===== src/rtl/alu_lockstep_sched.sv =====
// Round-robin scheduler for a dual-lane lockstep ALU: issues identical operands to both
// lanes, waits out the ALU latency, retries on lane mismatch and returns the lane-1 result.
module alu_lockstep_sched #(
  parameter int ALU_LAT   = 1,
  parameter int MAX_RETRY = 1
) (
  input  logic       wb_clk_i,
  input  logic       wb_rst_i,
  input  logic [1:0] req_i,
  input  logic [7:0] req_a_i,
  input  logic [7:0] req_b_i,
  input  logic [3:0] req_sel_i,
  output logic [1:0] gnt_o,
  output logic [1:0] done_o,
  output logic [3:0] rsp_result_o,
  output logic       rsp_carry_o,
  output logic       rsp_err_o,
  output logic       busy_o,
  output logic [7:0] err_cnt_o,
  output logic [3:0] alu_a0_o,
  output logic [3:0] alu_b0_o,
  output logic [3:0] alu_a1_o,
  output logic [3:0] alu_b1_o,
  output logic [1:0] alu_sel1_o,
  output logic [1:0] alu_sel2_o,
  input  logic [3:0] alu_out1_i,
  input  logic       alu_carry1_i,
  input  logic [3:0] alu_x_i,
  input  logic       alu_y_i
);

  typedef enum logic [2:0] {
    S_IDLE,
    S_ISSUE,
    S_WAIT,
    S_CHECK,
    S_RESP
  } state_e;

  state_e     state_q;
  logic       last_q;
  logic       win_q;
  logic [1:0] retry_q;
  logic [2:0] wait_q;
  logic [1:0] gnt_q;
  logic [1:0] done_q;
  logic [3:0] res_q;
  logic       carry_q;
  logic       err_q;
  logic [7:0] err_cnt_q;
  logic [3:0] a_q;
  logic [3:0] b_q;
  logic [1:0] sel_q;

  logic       win_d;
  logic [3:0] a_d;
  logic [3:0] b_d;
  logic [1:0] sel_d;
  logic       mismatch_d;
  logic       retry_ok_d;

  // A lone requester wins outright; on a tie the one not granted last time wins.
  always_comb begin
    // NOTE: every combinational output gets a default first so no path leaves it unassigned (no latch).
    win_d = req_i[1];
    if (req_i == 2'b11) win_d = ~last_q;
    a_d   = win_d ? req_a_i[7:4]   : req_a_i[3:0];
    b_d   = win_d ? req_b_i[7:4]   : req_b_i[3:0];
    sel_d = win_d ? req_sel_i[3:2] : req_sel_i[1:0];
  end

  assign mismatch_d = (|alu_x_i) | alu_y_i;
  assign retry_ok_d = (int'(retry_q) < MAX_RETRY);

  always_ff @(posedge wb_clk_i or posedge wb_rst_i) begin
    if (wb_rst_i) begin
      state_q   <= S_IDLE;
      last_q    <= 1'b1;
      win_q     <= 1'b0;
      retry_q   <= '0;
      wait_q    <= '0;
      gnt_q     <= '0;
      done_q    <= '0;
      res_q     <= '0;
      carry_q   <= 1'b0;
      err_q     <= 1'b0;
      err_cnt_q <= '0;
      a_q       <= '0;
      b_q       <= '0;
      sel_q     <= '0;
    end else begin
      // NOTE: sequential state uses non-blocking assignment so every register samples pre-edge values.
      gnt_q  <= '0;
      done_q <= '0;
      case (state_q)
        S_IDLE: begin
          if (|req_i) begin
            win_q   <= win_d;
            last_q  <= win_d;
            a_q     <= a_d;
            b_q     <= b_d;
            sel_q   <= sel_d;
            gnt_q   <= win_d ? 2'b10 : 2'b01;
            retry_q <= '0;
            state_q <= S_ISSUE;
          end
        end
        S_ISSUE: begin
          wait_q  <= 3'(ALU_LAT);
          state_q <= S_WAIT;
        end
        S_WAIT: begin
          if (wait_q == 3'd1) state_q <= S_CHECK;
          else                wait_q  <= wait_q - 3'd1;
        end
        S_CHECK: begin
          if (mismatch_d && err_cnt_q != 8'hFF) err_cnt_q <= err_cnt_q + 8'd1;
          // Retries re-enter ISSUE without a second grant pulse.
          if (mismatch_d && retry_ok_d) begin
            retry_q <= retry_q + 2'd1;
            state_q <= S_ISSUE;
          end else begin
            res_q   <= alu_out1_i;
            carry_q <= alu_carry1_i;
            err_q   <= mismatch_d;
            done_q  <= win_q ? 2'b10 : 2'b01;
            state_q <= S_RESP;
          end
        end
        S_RESP:  state_q <= S_IDLE;
        default: state_q <= S_IDLE;
      endcase
    end
  end

  assign gnt_o        = gnt_q;
  assign done_o       = done_q;
  assign rsp_result_o = res_q;
  assign rsp_carry_o  = carry_q;
  assign rsp_err_o    = err_q;
  assign busy_o       = (state_q != S_IDLE);
  assign err_cnt_o    = err_cnt_q;
  assign alu_a0_o     = a_q;
  assign alu_a1_o     = a_q;
  assign alu_b0_o     = b_q;
  assign alu_b1_o     = b_q;
  assign alu_sel1_o   = sel_q;
  assign alu_sel2_o   = sel_q;

endmodule


===== config.mk =====
export PLATFORM = sky130hd
export DESIGN_NAME = alu_lockstep_sched
export DESIGN_NICKNAME = d
export VERILOG_FILES = /design/src/rtl/alu_lockstep_sched.sv
export SDC_FILE = /design/constraint.sdc
export NUM_CORES = 1
export LEC_CHECK = 0
export ABC_AREA = 1
export BUFFER_PORTS_ARGS = -buffer_cell sky130_fd_sc_hd__buf_2
export CAP_MARGIN = 20
export CORE_MARGIN = 2
export CORE_UTILIZATION = 52
export CTS_CLUSTER_DIAMETER = 40
export DETAILED_ROUTE_END_ITERATION = 6
export PLACE_DENSITY_LB_ADDON = 0.05
export SYNTH_ARGS = -nofsm -noshare
export SYNTH_HDL_FRONTEND = slang
export SYNTH_SLANG_ARGS = --single-unit

===== constraint.sdc =====
create_clock -name wb_clk_i -period 2.27 [get_ports wb_clk_i]
set_input_delay 0.227 -clock wb_clk_i [delete_from_list [all_inputs] [get_ports wb_clk_i]]
set_output_delay 0.227 -clock wb_clk_i [all_outputs]
set_load 0.005 [all_outputs]

# Word level (Yosys, flattened, before mapping)
# Cells that the tools add are included.
[word_totals]
register_bits = 38
input_bits = 34
output_inout_bits = 39
word_cells = 64
[classes]
add_sub_neg = 3
order_cmp = 1
eq_ne = 10
muxes = 19
n_bitwise = 3
n_reduce_logical = 14
[ops]
columns = ["op", "count"]
rows = [
  ["$mux 2", 9],
  ["$mux 3", 4],
  ["$pmux 3 s4", 1],
  ["$reduce_and 2->1", 5],
  ["$add 8x1->8 const B", 1],
  ["$mux 4", 2],
  ["$ne 2x2->1 const B", 4],
  ["$ne 8x8->1 const B", 1],
  ["$eq 3x1->1 const B", 2],
  ["$eq 3x2->1 const B", 2],
  ["$pmux 3 s2", 1],
  ["$pmux 2 s2", 1],
  ["$reduce_bool 2->1", 2],
  ["$reduce_or 4->1", 1],
  ["$logic_not 3->1", 1],
  ["$reduce_and 3->1", 1],
  ["$reduce_bool 3->1", 1],
  ["$sub 3x1->3 const B", 1],
  ["$add 2x1->2 const B", 1],
  ["$eq 2x2->1 const B", 1],
  ["$logic_and 1x1->1", 2],
  ["$lt 2x1->1 const B", 1],
  ["$not 1->1", 2],
  ["$reduce_or 2->1", 1],
  ["other kinds (2)", 2],
]

# Depth between registers and ports, before layout
[depth]
word_depth = 5
mapped_depth = 8
depth_no_buf = 8

# Least setup slack after synthesis
# No wires, ideal clock.
[synth_path]
kind = "register to register"
start = "reg err_cnt_q[0] (netlist: err_cnt_o[0])"
end = "reg err_cnt_q[2] (netlist: err_cnt_o[2])"
setup_ps = 117
t_arrival_ps = 1286
required_time_ps = 2153
slack_ps = 867
stages_incl_launch_ff = 8
n_path_buf = 1
period_less_slack_ps = 1403
path_cell_list = "dfrtp_1 > ha_1 > nand3_1 > nor3_2 > nor2_4 > buf_6 > nand3b_1 > nand2_1"
[synth_between]
elab_chain_cells = 3
word_cells_on_any_way = 4
classes_between = "1 x add/sub; 1 x eq/ne; 2 x reduce/logical"
[synth_rtl]
columns = ["item", "line", "source"]
rows = [
  ["start: declaration", "50", "logic [7:0] err_cnt_q;"],
  ["start signal: assignment", "117", "if (mismatch_d && err_cnt_q != 8'hFF) err_cnt_q <= err_cnt_q + 8'd1;"],
  ["parallel branches: the longest is 3 deep, another holds $add 8x1->8", "--", ""],
]
# Several ways; the timed one is not identified.
# A chain may end at the register's enable or synchronous reset.

# Worst setup path in the final report
[layout_path]
start = "reg state_q[1]"
end = "reg a_q[0] (netlist: alu_a0_o[0])"
[layout_between]
elab_chain_cells = 2
[layout_rtl]
columns = ["item", "line", "source"]
rows = [
  ["start: declaration", "40", "state_e state_q;"],
  ["start signal: assignment", "77", "state_q <= S_IDLE;"],
  ["start signal: assignment", "105", "state_q <= S_ISSUE;"],
  ["start signal: assignment", "110", "state_q <= S_WAIT;"],
  ["$logic_not 3->1", "95", "case (state_q)"],
  ["$reduce_and 2->1 (no line)", "--", ""],
  ["end signal: assignment", "88", "a_q <= '0;"],
  ["end signal: assignment", "100", "a_q <= a_d;"],
  ["end: declaration", "51", "logic [3:0] a_q;"],
]
# Every way passes these cells.

==> results by group <==
Drt
  – Drt wl/cell: about 11 um
  – Vias per inst: around 4.7
  – Post-route ant nets: 0
  – WL final: 3720 um
  – DRC: 0
  – Drt initial violations: 94
  – First-pass iteration count of the detailed router: 6
  – Routed via count: 1625

Yosys
  – Flops & latches, synth: 38
  – Avg Inst Size Synth: approximately 8 um^2
  – Top cell type's share of synthesized area: 0.496
  – Netlist cell types: 23
  – Number of warnings issued by yosys: 0
  – Synth area leaders: dfrtp_1 50%, nand2_1 17%, nand3_1 5.9%
  – Mapped Nets: between 200 and 300
  – Cell taking the most area after synthesis: dfrtp_1
  – Seq/Total Area, Yosys: 0.510
  – Cell count after synthesis: ~230
  – Synth Cell Area: 1870 um^2

Floorplan
  – Die X: approximately 64 um
  – Core ar.: around 3400 um^2
  – Number of cell rows: 21
  – Die Area: 4090 um^2
  – Die height: around 64 um
  – Starting Density: 0.551
  – Ports: 73

Layout
  – Layout cells sized above 1: 0.321
  – Antenna Cells: 0
  – Layout Nets: approximately 340
  – Final instance area: around 2300 um^2
  – Fin cells: around 350
  – Final Core Density: 0.684
  – Layout overhead on the synthesized area: 24.1%

Timing
  – F_max: approximately 630 MHz
  – RSZ-0062 raised after global routing: no
  – Slew Limit Fails: 0
  – Min cycle time layout: 1.60 ns
  – Setup_tns: 0 ns
  – Max transition margin: 0.659
  – Fin crit share: 0.703
  – Setup Skew: between 0.002 and 0.003 ns
  – Least-Margin Pin Slew: 0.511 ns
  – Final WS setup: 0.673 ns
  – Hold_ws: between 0.07 and 0.08 ns
  – Final hold vios: 0
  – Finish-stage setup viols: 0

CTS
  – # clock sinks: 38
  – Postcts setup bufs: 0
  – Root buf cell: clkbuf_4
  – Clk slew on worst S/H paths: approximately 0.12 ns
  – Clock latency at the later pin of the worst-skew pair: 0.34 ns
  – H-tree lvl count: 2
  – CTS tree: yes
  – Cts repair resizes: 0
  – Hold buffers post-CTS: 1
  – CTS max path bufs: 2
  – CTS buffer count: 5

Worst setup path
  – CP max stage cell: dfrtp_1
  – WP data arrival: about 1.9 ns
  – CP Launch Type: register
  – Cell breakdown of the critical path: nor3_2 > o21ai_1 > buf_4 > nor2_2 > nand2_1 > nand3_1
  – Crit. End Element: register
  – CP max FO: 13
  – R2R Path Start: state_q[1]
  – Setup CP Type: reg -> reg
  – Crit path required time: approximately 2.6 ns
  – R2R Setup Slk: just under 0.7 ns
  – Logic depth of the worst register-to-register path: 6
  – Worst reg2reg endpoint: alu_a0_o[0]
  – Critical Path Max Stage Delay: 0.45 ns

Place
  – HPWL Detailed: approximately 2800 um
  – Final GP Congestion: between 0.7 and 0.8
  – Post-DP Area: around 2200 um^2
  – PortBufs: between 70 and 80
  – Pre-CTS setup slack: approximately 0.69 ns
  – Inst Count DP: around 340

Power and ir drop
  – VDD IR max: approximately 0.70 mV
  – Pwr Total: approximately 2.8 mW
  – Pleak: 1.30 nW
  – Power Dens Cells: about 1200 nW/um^2

Job
  – MaxCap Viol Count: 0

Min path
  – Min-Delay Path Depth: 3
  – Hold Crit Start: alu_out1_i[3]
  – Hold Path Class: in -> reg
  – Hold worst-path end: rsp_result_o[3]

GRT
  – Largest net degree at the start of global routing: 39
  – Vias in the first global route: around 1500
  – Antenna violations before repair: 0
  – Overflow after GRT: 0
  – First-pass GRT wire length: about 6400 um
  – GRT Overall Usage: 0.205

Outcome
  – Status: completed
-- layer usage --
layer,up-vias,share of wire,global-route usage
li1,841,-,-
met3,4,0.082,0.0792
met4,0,0.012,0.0679
met1,717,0.45,0.255
met2,63,0.46,0.326
met5,-,0,0
-- layout make-up --
type,count,area [um^2]
repair buffers,76,393
well taps,46,57.6
clock buffers,5,37.5
clock inverters,3,68.8
multi-input cells,152,714
fillers,294,1070
inverters,25,93.8
flip-flops and latches,38,952
-- power by group --
part / internal (mW) / leakage [nW] / total [mW] / switching, mW
Combinational: 0.491 / 0.773 / 1.11 / 0.620
Clock: 0.344 / 0.0554 / 0.574 / 0.229
Sequential: 0.945 / 0.475 / 1.15 / 0.204
-- cells in the final DEF, fill, tap and decap left out, drive strengths merged, types with 4 or more instances in the layout --
master   n
nand2   86
buf     75
dfrtp   37
o21ai    8
clkbuf   5
nor2    18
nand3   23
inv     25
ha       4
-- worst max-delay path by stage --
stage | to | slack [ns] | startpoint
2_1_floorplan | err_cnt_o[2] | 0.87 | err_cnt_o[0]
3_3_place_gp | alu_sel1_o[1] | 0.73 | state_q[1]
3_5_place_dp | alu_sel1_o[1] | 0.69 | state_q[1]
4_1_cts | alu_b0_o[3] | 0.66 | state_q[1]
5_1_grt | alu_sel1_o[0] | 0.49 | state_q[1]
6_report | alu_a0_o[0] | 0.67 | state_q[1]
-- sequential cells by signal, summed over array words and instances (netlist names), 2 cells and up --
register	cells
state_q	3
done_o	2
alu_sel1_o	2
wait_q	3
retry_q	2
rsp_result_o	4
err_cnt_o	8
alu_b0_o	4
alu_a0_o	4
gnt_o	2
-- logic make-up (layout without fill, tap and decap cells) --
kind of cell,count (synthesis),in the layout,share of synthesized area
AOI/OAI and AO/OA,11,11,0.0315
DFF,38,38,0.510
xor gates and xnor gates,3,3,0.0141
and+or+nand+nor,134,134,0.310
adders and majority gates,4,4,0.0268
buffers and inverters,39,109,0.107
-- critical path: cells and delay by family, from the launching register on --
kind	cells	cell delay, ns
simple gates	4	0.78
flops	1	0.45
buf+inv	1	0.19
compound gates	1	0.10
-- cell usage after synthesis --
master	instances
buf_4	12
dfstp_2	1
nand2_1	85
inv_2	4
dfrtp_1	37
nand3_1	22
nand3_2	1
buf_2	1
xor2_1	3
nand3b_1	2
nand4_1	3
nor2_4	1
ha_1	4
o21ai_0	4
a21oi_1	2
nor3_2	2
a21oi_2	1
buf_6	1
nand2_2	1
nor2_1	15
nor2_2	2
o21ai_1	4
inv_1	21
(Power assumes the default switching activity.)
